$ cat src/rtl/fetch_mem_arbiter_if.sv
`default_nettype none
// ============================================================================
// Module      : fetch_mem_arbiter_if
// Description : Fetch, LSU and memory-bus signal bundle for fetch_mem_arbiter.
//               The master side is the fetch/LSU/memory environment; the
//               slave side is the arbiter.
// Revision    : 1.0 - initial release
// ============================================================================
interface fetch_mem_arbiter_if #(
    parameter int ADDR_W   = 32,
    parameter int DATA_W   = 64,
    parameter int TAG_BITS = 4
);
    logic                fetch_req;
    logic [ADDR_W-1:0]   fetch_addr;
    logic                fetch_gnt;
    logic                fetch_resp_valid;
    logic [DATA_W-1:0]   fetch_resp_data;
    logic                fetch_full;

    logic                lsu_req;
    logic                lsu_is_store;
    logic [ADDR_W-1:0]   lsu_addr;
    logic [DATA_W-1:0]   lsu_wdata;
    logic                lsu_gnt;
    logic                lsu_resp_valid;
    logic [DATA_W-1:0]   lsu_resp_data;

    logic [1:0]          proc2mem_command;
    logic [ADDR_W-1:0]   proc2mem_addr;
    logic [DATA_W-1:0]   proc2mem_data;
    logic [TAG_BITS-1:0] mem2proc_transaction_tag;
    logic [DATA_W-1:0]   mem2proc_data;
    logic [TAG_BITS-1:0] mem2proc_data_tag;

    modport master (
        output fetch_req, fetch_addr,
        output lsu_req, lsu_is_store, lsu_addr, lsu_wdata,
        output mem2proc_transaction_tag, mem2proc_data, mem2proc_data_tag,
        input  fetch_gnt, fetch_resp_valid, fetch_resp_data, fetch_full,
        input  lsu_gnt, lsu_resp_valid, lsu_resp_data,
        input  proc2mem_command, proc2mem_addr, proc2mem_data
    );

    modport slave (
        input  fetch_req, fetch_addr,
        input  lsu_req, lsu_is_store, lsu_addr, lsu_wdata,
        input  mem2proc_transaction_tag, mem2proc_data, mem2proc_data_tag,
        output fetch_gnt, fetch_resp_valid, fetch_resp_data, fetch_full,
        output lsu_gnt, lsu_resp_valid, lsu_resp_data,
        output proc2mem_command, proc2mem_addr, proc2mem_data
    );
endinterface
`default_nettype wire

$ cat src/rtl/fetch_mem_arbiter.sv
`default_nettype none
// ============================================================================
// Module      : fetch_mem_arbiter
// Description : Shares the memory port between fetch reads and LSU loads and
//               stores, tracks outstanding load tags, routes responses to
//               their owner and squashes fetch reads on branch restore.
//               Optional macro FETCH_MEM_ARB_PERF_EN adds perf counters.
// Revision    : 1.0 - initial release
// ============================================================================
module fetch_mem_arbiter #(
    parameter int ADDR_W        = 32,
    parameter int DATA_W        = 64,
    parameter int TAG_BITS      = 4,
    parameter int STARVE_LIMIT  = 4,
    parameter int MAX_FETCH_OUT = 4
) (
    input  wire logic             clock,
    input  wire logic             reset_n,
    fetch_mem_arbiter_if.slave    bus,
    input  wire logic             restore_valid,
    output logic                  tag_collision
`ifdef FETCH_MEM_ARB_PERF_EN
    ,
    output logic [31:0]           perf_fetch_grants,
    output logic [31:0]           perf_lsu_grants,
    output logic [31:0]           perf_squash_drops
`endif
);

    localparam int c_NUM_TAGS = 1 << TAG_BITS;
    localparam int c_SC_W     = $clog2(STARVE_LIMIT + 1);
    localparam int c_FC_W     = $clog2(MAX_FETCH_OUT + 1);

    localparam logic [1:0] c_BUS_NONE  = 2'd0;
    localparam logic [1:0] c_BUS_LOAD  = 2'd1;
    localparam logic [1:0] c_BUS_STORE = 2'd2;

    localparam logic [c_SC_W-1:0] c_STARVE_LIMIT  = c_SC_W'(STARVE_LIMIT);
    localparam logic [c_FC_W-1:0] c_MAX_FETCH_OUT = c_FC_W'(MAX_FETCH_OUT);

    logic [c_SC_W-1:0]     r_starve_cnt;
    logic [c_FC_W-1:0]     r_fetch_out_cnt;
    logic [c_NUM_TAGS-1:0] r_valid;
    logic [c_NUM_TAGS-1:0] r_owner_fetch;
    logic [c_NUM_TAGS-1:0] r_squashed;
    logic                  r_fetch_resp_valid;
    logic [DATA_W-1:0]     r_fetch_resp_data;
    logic                  r_lsu_resp_valid;
    logic [DATA_W-1:0]     r_lsu_resp_data;
    logic                  r_tag_collision;

    logic                  w_fetch_full;
    logic                  w_fetch_elig;
    logic                  w_lsu_elig;
    logic                  w_sel_fetch;
    logic                  w_sel_lsu;
    logic                  w_accept;
    logic                  w_fetch_gnt;
    logic                  w_lsu_gnt;
    logic                  w_alloc;
    logic                  w_collide;
    logic [TAG_BITS-1:0]   w_ttag;
    logic [TAG_BITS-1:0]   w_dtag;
    logic                  w_resp_hit;
    logic                  w_resp_fetch;
    logic                  w_resp_lsu;
    logic                  w_fetch_deliver;
    logic                  w_fetch_drop;
    logic [c_NUM_TAGS-1:0] w_valid_nxt;
    logic [c_NUM_TAGS-1:0] w_owner_nxt;
    logic [c_NUM_TAGS-1:0] w_squash_nxt;

    // ------------------------------------------------------------------
    // Arbitration and bus drive
    // ------------------------------------------------------------------
    assign w_ttag       = bus.mem2proc_transaction_tag;
    assign w_dtag       = bus.mem2proc_data_tag;
    assign w_fetch_full = (r_fetch_out_cnt == c_MAX_FETCH_OUT);
    // Requests are masked while reset is held so the bus is quiet immediately.
    assign w_fetch_elig = reset_n & bus.fetch_req & ~restore_valid & ~w_fetch_full;
    assign w_lsu_elig   = reset_n & bus.lsu_req;
    assign w_sel_fetch  = w_fetch_elig & (~w_lsu_elig | (r_starve_cnt == c_STARVE_LIMIT));
    assign w_sel_lsu    = w_lsu_elig & ~w_sel_fetch;
    assign w_accept     = |w_ttag;
    assign w_fetch_gnt  = w_sel_fetch & w_accept;
    assign w_lsu_gnt    = w_sel_lsu & w_accept;

    always_comb begin
        bus.proc2mem_command = c_BUS_NONE;
        bus.proc2mem_addr    = '0;
        bus.proc2mem_data    = '0;
        if (w_sel_fetch) begin
            bus.proc2mem_command = c_BUS_LOAD;
            bus.proc2mem_addr    = bus.fetch_addr;
        end else if (w_sel_lsu) begin
            bus.proc2mem_command = bus.lsu_is_store ? c_BUS_STORE : c_BUS_LOAD;
            bus.proc2mem_addr    = bus.lsu_addr;
            bus.proc2mem_data    = bus.lsu_is_store ? bus.lsu_wdata : '0;
        end
    end

    // ------------------------------------------------------------------
    // Tag table: free on response, then allocate on accepted load
    // ------------------------------------------------------------------
    assign w_alloc         = w_fetch_gnt | (w_lsu_gnt & ~bus.lsu_is_store);
    assign w_resp_hit      = (|w_dtag) & r_valid[w_dtag];
    assign w_resp_fetch    = w_resp_hit & r_owner_fetch[w_dtag];
    assign w_resp_lsu      = w_resp_hit & ~r_owner_fetch[w_dtag];
    assign w_fetch_deliver = w_resp_fetch & ~r_squashed[w_dtag] & ~restore_valid;
    assign w_fetch_drop    = w_resp_fetch & ~w_fetch_deliver;
    // A same-tag response in this cycle frees the entry before reuse.
    assign w_collide       = w_alloc & r_valid[w_ttag] & ~(w_resp_hit & (w_dtag == w_ttag));

    always_comb begin
        w_valid_nxt  = r_valid;
        w_owner_nxt  = r_owner_fetch;
        w_squash_nxt = r_squashed;
        if (restore_valid) begin
            w_squash_nxt = r_squashed | (r_valid & r_owner_fetch);
        end
        if (w_resp_hit) begin
            w_valid_nxt[w_dtag] = 1'b0;
        end
        if (w_alloc) begin
            w_valid_nxt[w_ttag]  = 1'b1;
            w_owner_nxt[w_ttag]  = w_fetch_gnt;
            w_squash_nxt[w_ttag] = 1'b0;
        end
    end

    always_ff @(posedge clock or negedge reset_n) begin
        if (!reset_n) begin
            r_valid            <= '0;
            r_owner_fetch      <= '0;
            r_squashed         <= '0;
            r_starve_cnt       <= '0;
            r_fetch_out_cnt    <= '0;
            r_fetch_resp_valid <= 1'b0;
            r_fetch_resp_data  <= '0;
            r_lsu_resp_valid   <= 1'b0;
            r_lsu_resp_data    <= '0;
            r_tag_collision    <= 1'b0;
        end else begin
            r_valid       <= w_valid_nxt;
            r_owner_fetch <= w_owner_nxt;
            r_squashed    <= w_squash_nxt;

            if (w_fetch_elig & ~w_fetch_gnt) begin
                if (r_starve_cnt != c_STARVE_LIMIT) begin
                    r_starve_cnt <= r_starve_cnt + c_SC_W'(1);
                end
            end else begin
                r_starve_cnt <= '0;
            end

            if (w_fetch_gnt & ~w_resp_fetch) begin
                r_fetch_out_cnt <= r_fetch_out_cnt + c_FC_W'(1);
            end else if (~w_fetch_gnt & w_resp_fetch) begin
                r_fetch_out_cnt <= r_fetch_out_cnt - c_FC_W'(1);
            end

            r_fetch_resp_valid <= w_fetch_deliver;
            r_lsu_resp_valid   <= w_resp_lsu;
            if (w_fetch_deliver) begin
                r_fetch_resp_data <= bus.mem2proc_data;
            end
            if (w_resp_lsu) begin
                r_lsu_resp_data <= bus.mem2proc_data;
            end

            if (w_collide) begin
                r_tag_collision <= 1'b1;
            end
        end
    end

    assign bus.fetch_gnt        = w_fetch_gnt;
    assign bus.lsu_gnt          = w_lsu_gnt;
    assign bus.fetch_full       = w_fetch_full;
    // A restore in the delivery cycle still kills the stale line.
    assign bus.fetch_resp_valid = r_fetch_resp_valid & ~restore_valid;
    assign bus.fetch_resp_data  = r_fetch_resp_data;
    assign bus.lsu_resp_valid   = r_lsu_resp_valid;
    assign bus.lsu_resp_data    = r_lsu_resp_data;
    assign tag_collision        = r_tag_collision;

`ifdef FETCH_MEM_ARB_PERF_EN
    logic [31:0] w_drop_inc;

    assign w_drop_inc = 32'(w_fetch_drop) + 32'(r_fetch_resp_valid & restore_valid);

    always_ff @(posedge clock or negedge reset_n) begin
        if (!reset_n) begin
            perf_fetch_grants <= '0;
            perf_lsu_grants   <= '0;
            perf_squash_drops <= '0;
        end else begin
            perf_fetch_grants <= perf_fetch_grants + 32'(w_fetch_gnt);
            perf_lsu_grants   <= perf_lsu_grants + 32'(w_lsu_gnt);
            perf_squash_drops <= perf_squash_drops + w_drop_inc;
        end
    end
`endif

endmodule
`default_nettype wire

$ cat src/flat_wrapper.sv
// flat-port wrapper written by rule: the top's interface ports become plain ports
module fetch_mem_arbiter_flat 
#(
    parameter int ADDR_W        = 32,
    parameter int DATA_W        = 64,
    parameter int TAG_BITS      = 4,
    parameter int STARVE_LIMIT  = 4,
    parameter int MAX_FETCH_OUT = 4
)
  (clock, reset_n, restore_valid, tag_collision, bus_fetch_req, bus_fetch_addr, bus_lsu_req, bus_lsu_is_store, bus_lsu_addr, bus_lsu_wdata, bus_mem2proc_transaction_tag, bus_mem2proc_data, bus_mem2proc_data_tag, bus_fetch_gnt, bus_fetch_resp_valid, bus_fetch_resp_data, bus_fetch_full, bus_lsu_gnt, bus_lsu_resp_valid, bus_lsu_resp_data, bus_proc2mem_command, bus_proc2mem_addr, bus_proc2mem_data);
  fetch_mem_arbiter_if #(.ADDR_W(ADDR_W), .DATA_W(DATA_W), .TAG_BITS(TAG_BITS)) bus_i ();
  input  wire logic clock;
  input  wire logic reset_n;
  input  wire logic restore_valid;
  output logic tag_collision;
  input wire logic [$bits(bus_i.fetch_req)-1:0] bus_fetch_req;
  input wire logic [$bits(bus_i.fetch_addr)-1:0] bus_fetch_addr;
  input wire logic [$bits(bus_i.lsu_req)-1:0] bus_lsu_req;
  input wire logic [$bits(bus_i.lsu_is_store)-1:0] bus_lsu_is_store;
  input wire logic [$bits(bus_i.lsu_addr)-1:0] bus_lsu_addr;
  input wire logic [$bits(bus_i.lsu_wdata)-1:0] bus_lsu_wdata;
  input wire logic [$bits(bus_i.mem2proc_transaction_tag)-1:0] bus_mem2proc_transaction_tag;
  input wire logic [$bits(bus_i.mem2proc_data)-1:0] bus_mem2proc_data;
  input wire logic [$bits(bus_i.mem2proc_data_tag)-1:0] bus_mem2proc_data_tag;
  output wire logic [$bits(bus_i.fetch_gnt)-1:0] bus_fetch_gnt;
  output wire logic [$bits(bus_i.fetch_resp_valid)-1:0] bus_fetch_resp_valid;
  output wire logic [$bits(bus_i.fetch_resp_data)-1:0] bus_fetch_resp_data;
  output wire logic [$bits(bus_i.fetch_full)-1:0] bus_fetch_full;
  output wire logic [$bits(bus_i.lsu_gnt)-1:0] bus_lsu_gnt;
  output wire logic [$bits(bus_i.lsu_resp_valid)-1:0] bus_lsu_resp_valid;
  output wire logic [$bits(bus_i.lsu_resp_data)-1:0] bus_lsu_resp_data;
  output wire logic [$bits(bus_i.proc2mem_command)-1:0] bus_proc2mem_command;
  output wire logic [$bits(bus_i.proc2mem_addr)-1:0] bus_proc2mem_addr;
  output wire logic [$bits(bus_i.proc2mem_data)-1:0] bus_proc2mem_data;
  assign bus_i.fetch_req = bus_fetch_req;
  assign bus_i.fetch_addr = bus_fetch_addr;
  assign bus_i.lsu_req = bus_lsu_req;
  assign bus_i.lsu_is_store = bus_lsu_is_store;
  assign bus_i.lsu_addr = bus_lsu_addr;
  assign bus_i.lsu_wdata = bus_lsu_wdata;
  assign bus_i.mem2proc_transaction_tag = bus_mem2proc_transaction_tag;
  assign bus_i.mem2proc_data = bus_mem2proc_data;
  assign bus_i.mem2proc_data_tag = bus_mem2proc_data_tag;
  assign bus_fetch_gnt = bus_i.fetch_gnt;
  assign bus_fetch_resp_valid = bus_i.fetch_resp_valid;
  assign bus_fetch_resp_data = bus_i.fetch_resp_data;
  assign bus_fetch_full = bus_i.fetch_full;
  assign bus_lsu_gnt = bus_i.lsu_gnt;
  assign bus_lsu_resp_valid = bus_i.lsu_resp_valid;
  assign bus_lsu_resp_data = bus_i.lsu_resp_data;
  assign bus_proc2mem_command = bus_i.proc2mem_command;
  assign bus_proc2mem_addr = bus_i.proc2mem_addr;
  assign bus_proc2mem_data = bus_i.proc2mem_data;
  fetch_mem_arbiter #(.ADDR_W(ADDR_W), .DATA_W(DATA_W), .TAG_BITS(TAG_BITS), .STARVE_LIMIT(STARVE_LIMIT), .MAX_FETCH_OUT(MAX_FETCH_OUT)) u_core (.clock(clock), .reset_n(reset_n), .bus(bus_i), .restore_valid(restore_valid), .tag_collision(tag_collision));
endmodule
$ cat config.mk
export PLATFORM = sky130hd
export DESIGN_NAME = fetch_mem_arbiter_flat
export DESIGN_NICKNAME = d
export VERILOG_FILES = /design/src/rtl/fetch_mem_arbiter_if.sv /design/src/rtl/fetch_mem_arbiter.sv /design/src/flat_wrapper.sv
export SDC_FILE = /design/constraint.sdc
export NUM_CORES = 1
export LEC_CHECK = 0
export ABC_CLOCK_PERIOD_IN_PS = 4050
export CAP_MARGIN = 20
export CORE_AREA = 2 2 170 172
export CTS_BUF_LIST = sky130_fd_sc_hd__clkbuf_8
export CTS_CLUSTER_SIZE = 24
export DETAILED_ROUTE_END_ITERATION = 6
export DIE_AREA = 0 0 172 174
export SYNTH_ARGS = -nofsm -noshare
export SYNTH_HDL_FRONTEND = slang
export SYNTH_SLANG_ARGS = --single-unit
$ cat constraint.sdc
create_clock -name clock -period 4.05 [get_ports clock]
set_input_delay 1.0125 -clock clock [delete_from_list [all_inputs] [get_ports clock]]
set_output_delay 1.0125 -clock clock [all_outputs]
set_load 0.02 [all_outputs]
Word-level counts from Yosys, hierarchy flattened:

Cells that the tools add are included.

* logic and storage cells: 96
* output and inout bits: 232
* register bits after elaboration: 185
* input port bits: 206

* mux-type cells: 29
* order comparisons: 4
* bitwise logic cells: 40
* $add $sub $neg: 3
* equal/unequal tests: 5
* reductions and logical operators: 5

Operator list (count)
* 2-to-1 mux 64 bit: 3
* 2-to-1 mux 16 bit: 4
* 2-to-1 mux 32 bit: 2
* AND 16 bit: 3
* inverter 16 bit: 2
* OR 16 bit: 2
* AND 1 bit: 21
* binary-select mux 1 bit (select 4 bit): 4
* bitwise mux 16 bit: 1
* 2-to-1 mux 3 bit: 4
* < comparator 4 x 5 -> 1 bit (second input constant): 2
* inverter 1 bit: 10
* demux 1 bit (select 4 bit): 2
* >= comparator 4 x 1 -> 1 bit (second input constant): 2
* OR reduction 4 bit: 2
* adder 3 x 1 -> 3 bit (second input constant): 2
* equality test 3 bit (second input constant): 2
* 2-to-1 mux 1 bit: 6
* 2-to-1 mux 2 bit: 3
* equality test 4 bit: 1
* != test 3 bit (second input constant): 1
* subtractor 3 x 1 -> 3 bit (second input constant): 1
* logical AND 1 bit: 2
* != test 2 bit (second input constant): 1
* other kinds (2): 3

Logic depth before layout (Yosys ltp):

* depth after elaboration: 11
* gate-level depth with buffers: 13
* gate-level depth less buffers: 11

Least setup slack after synthesis:

Ideal clock, no wire load.

* path kind: input to output
* from: input restore_valid
* to: output bus_proc2mem_addr[10]
* path buffers: 3
* arrival time: 2.552 ns
* setup slack: 0.485 ns
* data required time: 3.038 ns
* cell stages on the path: 6
* path through: clkbuf_1 > nor3_1 > a31oi_1 > clkbuf_1 > buf_2 > a22o_1

* cells in the longest elaborated chain, start to end: 8

RTL lines
* start: declaration: line flat_wrapper.sv:14 `input wire logic restore_valid;`
* inverter 1 bit *: line fetch_mem_arbiter.sv:80 `assign w_fetch_elig = reset_n & bus.fetch_req & ~restore_valid & ~w_fetch_full;`
* AND 1 bit * (2 in a row): line fetch_mem_arbiter.sv:80
* AND 1 bit *: line fetch_mem_arbiter.sv:82 `assign w_sel_fetch = w_fetch_elig & (~w_lsu_elig | (r_starve_cnt == c_STARVE_LIMIT));`
* inverter 1 bit: line fetch_mem_arbiter.sv:83 `assign w_sel_lsu = w_lsu_elig & ~w_sel_fetch;`
* AND 1 bit: line fetch_mem_arbiter.sv:83
* 2-to-1 mux 32 bit: line fetch_mem_arbiter.sv:95 `end else if (w_sel_lsu) begin`
* 2-to-1 mux 32 bit *: line fetch_mem_arbiter.sv:92 `if (w_sel_fetch) begin`
* end: declaration: line flat_wrapper.sv:33 `output wire logic [$bits(bus_i.proc2mem_addr)-1:0] bus_proc2mem_addr;`

Mark *: on every way between the ends. The rest lies on a longest branch, timed or not.

Final worst setup path:

* from: input bus_fetch_req
* to: output bus_proc2mem_command[0]

* cells in the longest elaborated chain, start to end: 8

RTL lines
* start: declaration: line flat_wrapper.sv:16 `input wire logic [$bits(bus_i.fetch_req)-1:0] bus_fetch_req;`
* AND 1 bit * (3 in a row): line fetch_mem_arbiter.sv:80
* AND 1 bit *: line fetch_mem_arbiter.sv:82
* inverter 1 bit: line fetch_mem_arbiter.sv:83
* AND 1 bit: line fetch_mem_arbiter.sv:83
* 2-to-1 mux 2 bit: line fetch_mem_arbiter.sv:95
* 2-to-1 mux 2 bit *: line fetch_mem_arbiter.sv:92
* end: declaration: line flat_wrapper.sv:32 `output wire logic [$bits(bus_i.proc2mem_command)-1:0] bus_proc2mem_command;`

Marked as above.

==> qor.yml <==
outcome: "completed"
place_hpwl_mm: 28.7
final_common_cell: "clkdlybuf4s50_1"
ys.flop_type: "dfrtp_1"
synth_edf_count: 0
htree_num_levels: 4
cts_tree: "yes"
grt_pass1_vias: 7581
port_buffers: 437
die_h_microns: 174
gr-total-overflow: 0
max_stage_delay_ns: 0.59
max_cap_violations: 0
cts_buffers: 17
p_sw_uw: 2510
grt_pass1_wl_mm: 50.2
grt_setup_unrepaired: "false"
cp-end-kind: "output pin"
place_area_sq_mm: 0.0138
p_clk_share_pct: 18.4
p_total_uw: 7000
crit_path_start_kind: "input port"
multi_input_area_sq_mm: 0.00374
relSlewSlack_pct: 43.5
layout_common_cells: "clkdlybuf4s50_1, dfrtp_1, mux2_2"
grt_max_degree: 69
ff_latch_area_sq_mm: 0.00463
synth_seq_cells: 185
syn_area_sq_mm: 0.00869
ir_drop_v: 0.000219
place_ws_ns: -0.141
std_cell_rows: 62
cp_slowest_cell: "clkdlybuf4s50_1"
clock_sinks: 185
hold_violations: 0
worst_slack_ns: 0.110
drtIter0Drc: 377
required_ns: 3.04
drive_above_1_share_pct: 20.1
worstMarginPinSlew_ns: 0.848
drv_slew: 0
ctsLongestPathBuffers: 2
whs_ns: 0.316
cts_root_buf: "clkbuf_8"
fin_crit_ns: 3.94
syn_to_final_growth_pct: 66.1
p_sw_share_pct: 35.9
setup_viol: 0
path_class: "in -> out"
crit_chain: "clkdlybuf4s50_1 -> nand2_1 -> buf_4 -> a2111oi_4 -> buf_6 -> or2_2 -> clkdlybuf4s50_1"
seqPwrFrac_pct: 38.8
ys_seq_area_share_pct: 53.3
critical_path.most_common_cell: "clkdlybuf4s50_1"
fin_skew_ns: 0.0207
internal-power_uw: 4490
yosysWarnings: 0
fin_area_sq_mm: 0.0144
syn_inst: 671
drc_errors: 0
fin_cells: 1523
fill_cells: 2560
placed_cells: 1485
fin_crit_sh_pct: 97.3
cp.arrival_ns: 2.93
nets: 1334
dr.pass1.iters: 4
io_pins: 438
synthArstFlopShare_pct: 100
fmax_ghz: 0.254
die_w_microns: 172
reg2reg_depth: 13
yosys.area.top_type_share_pct: 53.3
synth_cell_type_count: 52
postRouteAntennaNets: 0
avgSynthCellArea_sq_um: 12.9
wl_per_cell_microns: 23.3
clock_latency_ns: 0.47
antenna_found_initial: 10
power_frac_comb_pct: 42.9
viasPerCell: 4.89
wl_mm: 35.5
clkSlewWorstSetupHoldPaths_ns: 0.10
grt_util_all_layers_pct: 23.1
route.vias.total: 7451
coreArea_sq_mm: 0.0282
p_leak_uw: 0.00756
synth_top_area_cell: "dfrtp_1"
die_area_sq_mm: 0.0299
start_util_pct: 30.8
gp_congestion: 0.940
syn_nets: 881
worstPathMaxFanout: 9
synthTopCellsByArea: "dfrtp_1, mux2_2, mux2_1"
hold_class: "in -> async"
power.density_mw_per_mm2: 485
## routing by layer
| metal | share of wire [%] | wire length [microns] | GRT usage, % | up-vias |
|---|---|---|---|---|
| li1 | - | - | - | 3381 |
| met1 | 37 | 13000 | 24.9 | 3630 |
| met2 | 50 | 17600 | 40.7 | 366 |
| met3 | 9.3 | 3290 | 8.20 | 58 |
| met4 | 4.1 | 1460 | 9.70 | 16 |
| met5 | 0.30 | 107 | 0 | - |
## cell usage after synthesis, drive strengths merged (3+ instances only)
cell type,instances
nand2,32
a21oi,10
and2,5
nor2,16
a22o,36
nand4,7
mux2i,5
clkbuf,32
mux2,143
dfrtp,185
a31oi,14
mux4,13
buf,23
o21ai,7
and3,69
xnor2,6
o21a,5
o211ai,3
ha,3
a21o,4
inv,7
nor2b,6
nand3,11
## cell type report
class	instances	share of cell area, %
multi-input cells	424	25.9
well taps	384	3.33
inverters	7	0.182
diodes	2	0.0347
clock buffers	18	1.72
clock inverters	14	1.18
flip-flops and latches	185	32.1
repair buffers	489	35.6
## metrics by stage
stage,utilization (%),setup TNS (ns)
CTS,50.3,0
global route,51.1,0
floorplan,-,0
detailed placement,48.8,-0.227
global placement,48.8,-0.225
finish,51.1,0
## registers in the layout (all words and copies together) (netlist names)
name,flops
u_core.bus.lsu_resp_valid,1
u_core.r_owner_fetch,16
u_core.tag_collision,1
u_core.r_fetch_out_cnt,3
u_core.r_fetch_resp_valid,1
u_core.r_valid,16
u_core.r_starve_cnt,3
u_core.bus.fetch_resp_data,64
u_core.r_squashed,16
u_core.bus.lsu_resp_data,64
## repair_timing
item / in CTS / in global routing
gates resized for setup: 4 / 75
pin swaps: 0 / 0
hold endpoints to repair: 0 / 0
endpoints found under the setup margin: 12 / 76
hold buffers: 0 / 0
setup buffers: 0 / 4
## kinds of logic (layout without fill, tap and decap cells)
logic type	Yosys count	after routing	share of synthesized area (%)
flip-flops	185	185	53.3
multiplexers	161	161	22.6
AND/OR/NAND/NOR	159	159	9.98
AO/OA/AOI/OAI	92	92	8.32
buffers and inverters	62	528	4.38
XOR/XNOR	8	8	0.806
adder cells (fa/ha/maj)	4	4	0.662
other	0	2	0
## power groups by stage
| stage | clock network, uW | registers (uW) | logic [uW] |
|---|---|---|---|
| after floorplan | 0 | 3300 | 808 |
| after global placement | 0 | 2740 | 3010 |
| after detailed placement | 0 | 2760 | 3030 |
| after CTS | 1330 | 2720 | 3030 |
| after global routing | 1400 | 2790 | 3170 |
| final | 1290 | 2720 | 3000 |
## worst paths after layout
kind	start	endpoint	slack, ns
hold reg to reg	u_core.r_owner_fetch[0]	u_core.r_owner_fetch[0]	0.41
max in group asynchronous	reset_n	u_core.bus.fetch_resp_data[43]	1.97
setup / recovery	bus_fetch_req	bus_proc2mem_command[0]	0.11
hold / removal	reset_n	u_core.r_starve_cnt[2]	0.32
setup reg to reg	u_core.r_starve_cnt[0]	u_core.r_fetch_out_cnt[2]	1.02
min in group clock	u_core.r_owner_fetch[0]	u_core.r_owner_fetch[0]	0.41
## critical path: cells and delay by family
family                 cells  cell delay [ns]
buffers and inverters      4             1.44
AO/OA/AOI/OAI              1             0.24
AND/OR/NAND/NOR            2             0.23
(Power assumes the default switching activity.)
